<file path="config.mk">
export PLATFORM = sky130hd
export DESIGN_NAME = enigma_step_ctrl
export DESIGN_NICKNAME = d
export VERILOG_FILES = /design/src/rtl/enigma_pkg.sv /design/src/rtl/enigma_step_decode.sv /design/src/rtl/enigma_step_ctrl.sv
export SDC_FILE = /design/constraint.sdc
export NUM_CORES = 1
export LEC_CHECK = 0
export BUFFER_PORTS_ARGS = -buffer_cell sky130_fd_sc_hd__buf_2
export CAP_MARGIN = 20
export CORE_MARGIN = 2
export CORE_UTILIZATION = 35
export CTS_BUF_LIST = sky130_fd_sc_hd__clkbuf_4
export CTS_CLUSTER_SIZE = 10
export DETAILED_ROUTE_END_ITERATION = 8
export PLACE_DENSITY = 0.65
export SYNTH_ARGS = -nofsm -noshare
export SYNTH_HDL_FRONTEND = slang
export SYNTH_SLANG_ARGS = --single-unit
</file>
<file path="constraint.sdc">
create_clock -name clk -period 2.6 [get_ports clk]
set_input_delay 0.52 -clock clk [delete_from_list [all_inputs] [get_ports clk]]
set_output_delay 0.52 -clock clk [all_outputs]
set_load 0.02 [all_outputs]
</file>
<file path="src/rtl/enigma_pkg.sv">
// Shared types, constants and helpers for the Enigma rotor datapath and its controller.
package enigma_pkg;

    localparam int NUM_LETTERS = 26;

    typedef logic [4:0] letter_t;

    localparam int ROT_R = 0;
    localparam int ROT_M = 1;
    localparam int ROT_L = 2;

    typedef enum logic [2:0] {
        ST_IDLE   = 3'd0,
        ST_LOAD   = 3'd1,
        ST_STEP   = 3'd2,
        ST_SETTLE = 3'd3,
        ST_OUT    = 3'd4
    } state_t;

    // A 5-bit value never exceeds 31, so one conditional subtract reduces it to 0..25.
    function automatic letter_t mod26(input letter_t value);
        letter_t reduced;
        if (value >= letter_t'(NUM_LETTERS)) begin
            reduced = value - letter_t'(NUM_LETTERS);
        end else begin
            reduced = value;
        end
        return reduced;
    endfunction

endpackage

</file>
<file path="src/rtl/enigma_step_decode.sv">
// Double-step decode: turns pre-step turnover flags of the right and middle rotors
// into per-rotor increment requests.
module enigma_step_decode
    import enigma_pkg::*;
(
    input  logic [1:0] turnover,
    output logic [2:0] inc
);

    // The right rotor always steps; the middle rotor steps when the right one turns
    // over or when it sits on its own notch (the double step); the left rotor steps
    // only when the middle rotor is at its notch.
    always_comb begin
        inc        = 3'b000;
        inc[ROT_R] = 1'b1;
        inc[ROT_M] = turnover[ROT_R] | turnover[ROT_M];
        inc[ROT_L] = turnover[ROT_M];
    end

endmodule

</file>
<file path="src/rtl/enigma_step_ctrl.sv">
// Sequencing and stepping controller for the three-rotor scrambler: takes letters
// and rotor start-position loads, drives rotor controls, and returns the cipher letter.
module enigma_step_ctrl
    import enigma_pkg::*;
(
    input  logic       clk,
    input  logic       rst,
    input  logic       in_valid,
    output logic       in_ready,
    input  logic       in_load,
    input  logic [4:0] in_char,
    input  logic [2:0] turnover,
    output logic [2:0] rotor_en,
    output logic [2:0] rotor_load,
    output logic [2:0] rotor_inc,
    output logic [2:0] ld_sel,
    output logic [4:0] ld_char,
    output logic [4:0] enc_char,
    input  logic [4:0] ret_char,
    output logic       out_valid,
    input  logic       out_ready,
    output logic [4:0] out_char,
    output logic       out_err
);

    state_t     state;
    state_t     state_next;
    letter_t    char_reg;
    logic [1:0] slot;
    logic [2:0] step_inc;
    logic       accept;

    // The left rotor's turnover flag has no consumer: nothing sits left of it.
    logic unused_left_turnover;
    assign unused_left_turnover = turnover[ROT_L];

    assign accept = (state == ST_IDLE) && in_valid;

    enigma_step_decode u_decode (
        .turnover (turnover[1:0]),
        .inc      (step_inc)
    );

    // State register.
    always_ff @(posedge clk) begin
        if (rst) begin
            state <= ST_IDLE;
        end else begin
            state <= state_next;
        end
    end

    // Next-state logic; out-of-range letters skip stepping and go straight to output.
    always_comb begin
        state_next = state;
        unique case (state)
            ST_IDLE: begin
                if (in_valid) begin
                    if (in_load) begin
                        state_next = ST_LOAD;
                    end else if (in_char < letter_t'(NUM_LETTERS)) begin
                        state_next = ST_STEP;
                    end else begin
                        state_next = ST_OUT;
                    end
                end
            end
            ST_LOAD:   state_next = ST_IDLE;
            ST_STEP:   state_next = ST_SETTLE;
            ST_SETTLE: state_next = ST_OUT;
            ST_OUT: begin
                if (out_ready) begin
                    state_next = ST_IDLE;
                end
            end
            default:   state_next = ST_IDLE;
        endcase
    end

    // Output decode; rotor controls are only ever asserted in LOAD and STEP.
    always_comb begin
        in_ready   = 1'b0;
        out_valid  = 1'b0;
        rotor_en   = 3'b000;
        rotor_load = 3'b000;
        rotor_inc  = 3'b000;
        ld_sel     = 3'b000;
        ld_char    = '0;
        unique case (state)
            ST_IDLE: begin
                in_ready = 1'b1;
            end
            ST_LOAD: begin
                ld_sel     = 3'b001 << slot;
                rotor_en   = 3'b001 << slot;
                rotor_load = 3'b001 << slot;
                ld_char    = mod26(char_reg);
            end
            ST_STEP: begin
                rotor_inc = step_inc;
                rotor_en  = step_inc;
            end
            ST_OUT: begin
                out_valid = 1'b1;
            end
            default: begin
            end
        endcase
    end

    // Input letter register; it also feeds the scrambler path entry at all times.
    always_ff @(posedge clk) begin
        if (rst) begin
            char_reg <= '0;
        end else if (accept) begin
            char_reg <= in_char;
        end
    end

    assign enc_char = char_reg;

    // Load slot pointer walks right, middle, left and wraps back to the right rotor.
    always_ff @(posedge clk) begin
        if (rst) begin
            slot <= 2'd0;
        end else if (state == ST_LOAD) begin
            slot <= (slot == 2'd2) ? 2'd0 : slot + 2'd1;
        end
    end

    // Result register: captured at the end of SETTLE, or directly from the input
    // for an out-of-range letter, and frozen while the result waits in OUT.
    always_ff @(posedge clk) begin
        if (rst) begin
            out_char <= '0;
            out_err  <= 1'b0;
        end else if (state == ST_SETTLE) begin
            out_char <= ret_char;
            out_err  <= 1'b0;
        end else if (accept && !in_load && (in_char >= letter_t'(NUM_LETTERS))) begin
            out_char <= in_char;
            out_err  <= 1'b1;
        end
    end

endmodule
</file>
# Word level (Yosys, flattened, before mapping)
# Cells that the tools add are included.
[totals]
register_bits = 16
inputBits = 18
output_inout_bits = 30
elab_cells = 42
[classes]
mux = 15
n_addsub = 2
eq_ne = 7
bitwise = 1
n_lt_le_gt_ge = 3
reduce_logical = 8
shift = 1
[op_table]
columns = ["op", "count"]
rows = [
  ["two-way mux 5 bit", 4],
  ["two-way mux 3 bit", 6],
  ["case mux 3 bit (4 select lines)", 1],
  ["greater-or-equal comparator 5 bit, second input constant", 2],
  ["equality test 3 x 2 -> 1 bit, second input constant", 2],
  ["case mux 3 bit (2 select lines)", 1],
  ["< comparator 5 bit, second input constant", 1],
  ["subtractor 5 bit, second input constant", 1],
  ["!= test 2 bit, second input constant", 2],
  ["equality test 3 x 1 -> 1 bit, second input constant", 1],
  ["equality test 3 bit, second input constant", 1],
  ["logical AND 1 bit", 3],
  ["zero test 3 bit", 1],
  ["<< shifter 1 x 2 -> 3 bit, first input constant", 1],
  ["adder 2 x 1 -> 2 bit, second input constant", 1],
  ["equality test 2 bit, second input constant", 1],
  ["two-way mux 1 bit", 2],
  ["two-way mux 2 bit", 1],
  ["AND reduction 2 bit", 1],
  ["nonzero test 2 bit", 1],
  ["OR reduction 2 bit", 1],
  ["zero test 1 bit", 1],
  ["bitwise OR 1 bit", 1],
]

# Longest topological paths before layout
[logic_depth]
ltp_word = 6
mapped_depth = 7
ltp_nobuf = 6

# Cells and area by module
# Synthesis repeated with hierarchy kept, for this count alone.
[unflattened]
hier_cells = 113
area_unflattened_um2 = 908.4
[by_module_without_submodules]
columns = ["module", "n_inst", "seq_area_each_um2", "area_each_um2", "cells_each"]
rows = [
  ["enigma_step_ctrl", 1, 320.3, 883.3, 109],
  ["enigma_step_decode", 1, 0.0, 25.0, 4],
]

# Worst setup path after synthesis
# No wires, ideal clock.
[synth_path]
path_kind = "register to output"
from = "register state[1]"
to = "output rotor_en[2]"
required_ps = 2080
path_buffers = 2
setup_slack_ps = 128
path_stages_with_launch = 6
arrival_ps = 1952
path_cell_list = "dfxtp_1 -> buf_2 -> or3b_2 -> clkbuf_1 -> nor3b_1 -> or2_2"
[synth_via]
elab_chain_len = 2
word_cells_on_any_way = 3
cone_classes = "2 x eq/ne; 1 x mux"
[synth_rtl]
columns = ["item", "line_no", "rtl"]
rows = [
  ["start, declared", "enigma_step_ctrl.sv:26", "state_t state;"],
  ["start signal, assigned", "enigma_step_ctrl.sv:49", "state <= state_next;"],
  ["equality test 3 x 2 -> 1 bit / equality test 3 x 1 -> 1 bit (equally long branches)", "enigma_step_ctrl.sv:89", "unique case (state)"],
  ["case mux 3 bit (2 select lines) (*)", "enigma_step_ctrl.sv:89", ""],
  ["end, declared", "enigma_step_ctrl.sv:13", "output logic [2:0] rotor_en,"],
]
# Mark *: on every way between the ends. The rest lies on a longest branch, timed or not.

# Worst setup path after layout
[layout_path]
from = "register state[0]"
to = "output rotor_en[2]"
# Same word-level chain as after synthesis.

==> impl_metrics.env <==
export IMPL_status="complete, no violations"
export IMPL_first_global_vias=797
export IMPL_dr_max_layer_used="met4"
export IMPL_wirelength_met1_um=903
export IMPL_buffer_ports_inserted=46
export IMPL_cts_inserted_buffers=3
export IMPL_worst_r2r_setup_slack_ns=0.64
export IMPL_multi_input_comb_area_um2=460
export IMPL_met2RoutedLength_um=1050
export IMPL_reg2reg_path_depth=4
export IMPL_wire_length_of_the_first_global_routing_pass_um=3320
export IMPL_fin_hold_ws_ns=0.495
export IMPL_final_setup_tns_ns=0
export IMPL_postSynthCellCount=110
export IMPL_drc_errors=0
export IMPL_finalCritPeriodShare=0.954
export IMPL_route_antenna_remaining_nets=0
export IMPL_synth_cell_type_count=34
export IMPL_clock_skew_ns=0.00271
export IMPL_hold_class="register to register"
export IMPL_cts_sinks=16
export IMPL_yosys_warnings=0
export IMPL_power_density_cell_area_nw_per_um2=483
export IMPL_die_width_um=53.8
export IMPL_root_buffer_selected_by_cts="sky130_fd_sc_hd__clkbuf_4"
export IMPL_vias_per_cell=5.05
export IMPL_design_die_area_um2=2900
export IMPL_postCtsHoldBufs=0
export IMPL_pin_count=48
export IMPL_sequential_share_of_the_synthesized_area=0.368
export IMPL_detail_route_first_pass_iterations=4
export IMPL_rsz0062_at_grt="no"
export IMPL_postSynthAreaPerCell_um2=7.91
export IMPL_tightest_slew_ns=0.615
export IMPL_r2r_start="state[0]"
export IMPL_finish_net_count=170
export IMPL_via_count=904
export IMPL_total_leakage_power_nw=0.580
export IMPL_cap_viol_max_count=0
export IMPL_hold_violations=0
export IMPL_syn_nets=129
export IMPL_area_growth_syn_to_layout_pct=27.5
export IMPL_detail_route_wl_per_cell_um=11.9
export IMPL_synth_ff_latch_count=16
export IMPL_route_final_wire_length_um=2140
export IMPL_critPathCapture="rotor_en[2]"
export IMPL_required_ns=2.08
export IMPL_regToRegEndpoint="out_char[0]"
export IMPL_syn_area_um2=870
export IMPL_num_antenna_cells=0
export IMPL_vdd_ir_drop_worst_v=0.000285
export IMPL_final_layout_size_suffix_gt1_frac=0.383
export IMPL_setup_worst_path_end_class="primary output"
export IMPL_clk_pin_slew_ns=0.09
export IMPL_dieHeight_um=53.8
export IMPL_fp_coreArea_um2=2410
export IMPL_final_period_minus_worst_setup_slack_ns=2.48
export IMPL_clk_path_buf_depth=2
export IMPL_globalRouteTotalUtil=0.159
export IMPL_grt_start_max_net_pins=17
export IMPL_detailroute_wirelength_met3_um=145
export IMPL_clk_lat_worst_skew_ns=0.28
export IMPL_finalSetupViolCount=0
export IMPL_gpl_final_weighted_congestion=0.733
export IMPL_crit_type="register to primary output"
export IMPL_dr_first_iter_drc_count=4
export IMPL_slew_viol_final=0
export IMPL_grt_ovfl_total=0
export IMPL_detailed_place_hpwl_um=1690
export IMPL_number_of_antenna_violations_at_the_first_check_in_global_routing=0
export IMPL_setup_worst_path_start="state[0]"
export IMPL_layout_area_seq_um2=320
export IMPL_setup_worst_path_start_class="register"
export IMPL_arrival_ns=1.96
export IMPL_cts_tree="built"
export IMPL_floorplan_initialDensity=0.361
export IMPL_worst_slew_margin_rel=0.587
export IMPL_crit_path_max_fanout=10
export IMPL_std_cell_rows=18
export IMPL_cts_htree_levels=1
export IMPL_layout_filler_cells=253
export IMPL_highest_achievable_clock_rate_ghz=0.403
## state kept, by name, summed over array words and instances (netlist names)
name      flops
out_err       1
state         3
out_char      5
slot          2
enc_char      5
## cell usage after synthesis
| cell type | number | area (um^2) |
|---|---|---|
| sky130_fd_sc_hd__xnor2_1 | 1 | 8.76 |
| sky130_fd_sc_hd__nor4_1 | 2 | 12.5 |
| sky130_fd_sc_hd__and3b_1 | 1 | 8.76 |
| sky130_fd_sc_hd__nor3b_1 | 5 | 37.5 |
| sky130_fd_sc_hd__nand3b_1 | 1 | 7.51 |
| sky130_fd_sc_hd__buf_2 | 3 | 15.0 |
| sky130_fd_sc_hd__nor3_4 | 1 | 16.3 |
| sky130_fd_sc_hd__a31oi_1 | 1 | 6.26 |
| sky130_fd_sc_hd__o211a_1 | 1 | 10.0 |
| sky130_fd_sc_hd__a21oi_1 | 8 | 40.0 |
| sky130_fd_sc_hd__buf_4 | 3 | 22.5 |
| sky130_fd_sc_hd__clkbuf_1 | 3 | 11.3 |
| sky130_fd_sc_hd__ha_1 | 1 | 12.5 |
| sky130_fd_sc_hd__and2_1 | 2 | 12.5 |
| sky130_fd_sc_hd__buf_6 | 1 | 11.3 |
| sky130_fd_sc_hd__o211ai_1 | 2 | 15.0 |
| sky130_fd_sc_hd__or2_2 | 2 | 12.5 |
| sky130_fd_sc_hd__o21a_1 | 1 | 7.51 |
| sky130_fd_sc_hd__and3_1 | 1 | 6.26 |
| sky130_fd_sc_hd__nand2_1 | 7 | 26.3 |
| sky130_fd_sc_hd__or3b_2 | 1 | 8.76 |
| sky130_fd_sc_hd__or4b_1 | 1 | 10.0 |
| sky130_fd_sc_hd__dfxtp_1 | 16 | 320 |
| sky130_fd_sc_hd__nor2_1 | 12 | 45.0 |
| sky130_fd_sc_hd__o21ai_0 | 1 | 5.00 |
| sky130_fd_sc_hd__a2bb2oi_1 | 1 | 8.76 |
| sky130_fd_sc_hd__inv_1 | 8 | 30.0 |
| sky130_fd_sc_hd__nand2b_1 | 1 | 6.26 |
| sky130_fd_sc_hd__nor3_1 | 11 | 55.1 |
| sky130_fd_sc_hd__nand3_1 | 6 | 30.0 |
| sky130_fd_sc_hd__o22a_1 | 1 | 8.76 |
| sky130_fd_sc_hd__a211oi_1 | 1 | 7.51 |
| sky130_fd_sc_hd__buf_1 | 1 | 3.75 |
| sky130_fd_sc_hd__a2111oi_2 | 2 | 30.0 |
## how the worst min path moves through the flow
| stage | start | to | slack (ns) | cells after the start |
|---|---|---|---|---|
| 6_report | enc_char[0] | enc_char[0] | 0.50 | 2 |
| 5_1_grt | in_char[0] | out_char[0] | 0.49 | 3 |
| 4_1_cts | slot[1] | slot[1] | 0.49 | 2 |
| 3_5_place_dp | slot[1] | slot[1] | 0.48 | 2 |
| 3_3_place_gp | slot[1] | slot[1] | 0.47 | 2 |
| 2_1_floorplan | slot[1] | slot[1] | 0.46 | 2 |
## cell usage in the layout (no fill, tap or decap)
cell | synthesis | layout
sky130_fd_sc_hd__or2_2 | 2 | 2
sky130_fd_sc_hd__clkbuf_4 | 0 | 3
sky130_fd_sc_hd__xnor2_1 | 1 | 1
sky130_fd_sc_hd__nor3_2 | 0 | 1
sky130_fd_sc_hd__or4b_1 | 1 | 1
sky130_fd_sc_hd__o211a_1 | 1 | 1
sky130_fd_sc_hd__a211oi_1 | 1 | 1
sky130_fd_sc_hd__buf_4 | 3 | 1
sky130_fd_sc_hd__ha_1 | 1 | 1
sky130_fd_sc_hd__nor3_1 | 11 | 10
sky130_fd_sc_hd__nand2_1 | 7 | 7
sky130_fd_sc_hd__nor2_1 | 12 | 12
sky130_fd_sc_hd__buf_2 | 3 | 46
sky130_fd_sc_hd__nand3_1 | 6 | 6
sky130_fd_sc_hd__o21ai_0 | 1 | 1
sky130_fd_sc_hd__a2bb2oi_1 | 1 | 1
sky130_fd_sc_hd__and3_1 | 1 | 1
sky130_fd_sc_hd__a21oi_1 | 8 | 8
sky130_fd_sc_hd__nor3b_1 | 5 | 5
sky130_fd_sc_hd__nand2b_1 | 1 | 1
sky130_fd_sc_hd__nand3b_1 | 1 | 1
sky130_fd_sc_hd__and2_1 | 2 | 2
sky130_fd_sc_hd__inv_1 | 8 | 8
sky130_fd_sc_hd__nor4_1 | 2 | 2
sky130_fd_sc_hd__o211ai_1 | 2 | 2
sky130_fd_sc_hd__a2111oi_2 | 2 | 2
sky130_fd_sc_hd__and3b_1 | 1 | 1
sky130_fd_sc_hd__a31oi_1 | 1 | 1
sky130_fd_sc_hd__or3b_2 | 1 | 1
sky130_fd_sc_hd__nor3_4 | 1 | 1
sky130_fd_sc_hd__o22a_1 | 1 | 1
sky130_fd_sc_hd__o21a_1 | 1 | 1
sky130_fd_sc_hd__dfxtp_1 | 16 | 16
## report_power, final
group	internal (mW)	leakage [nW]	switching, mW
Combinational	0.0512	0.436	0.0812
Clock	0.0538	0.0138	0.0740
Sequential	0.259	0.131	0.0161
Total	0.364	0.580	0.171
## cell type report
type	instances	area share
timing repair buffer	47	0.214
multi-input combinational	75	0.415
clock buffer	3	0.0203
sequential	16	0.289
inverter	8	0.0271
tap	30	0.0339
## critical path, stage by stage (launching register included)
cell and delay (ns):
sky130_fd_sc_hd__dfxtp_1 0.49, sky130_fd_sc_hd__or3b_2 0.57, sky130_fd_sc_hd__nor3b_1 0.31, sky130_fd_sc_hd__or2_2 0.16, sky130_fd_sc_hd__buf_2 0.15
## kinds of logic after synthesis
logic type,share of synthesized area
xor+xnor,0.0101
buf+inv,0.108
compound gates,0.160
fa+ha+maj,0.0144
simple gates,0.340
flops,0.368
## what timing repair did
action,4_1_cts,5_1_grt
buffers inserted,0,0
hold endpoints to repair,0,0
resized for setup,0,1
setup endpoints to repair,0,1
## layer usage
| metal | track usage | vias up |
|---|---|---|
| li1 | - | 459 |
| met3 | 0.0222 | 4 |
| met1 | 0.185 | 407 |
| met2 | 0.272 | 34 |
| met5 | 0 | - |
| met4 | 0.0983 | 0 |
## through the flow
stage	utilization	instances	total power [mW]	area (um^2)	setup slack [ns]
5_1_grt	0.460	179	0.567	1110	0.0248
4_1_cts	0.458	179	0.540	1100	0.121
3_5_place_dp	0.449	176	0.413	1080	0.427
2_1_floorplan	-	110	0.370	870	0.128
6_report	0.460	179	0.535	1110	0.119
3_3_place_gp	0.449	176	0.408	1080	0.485
(Power assumes the default switching activity.)
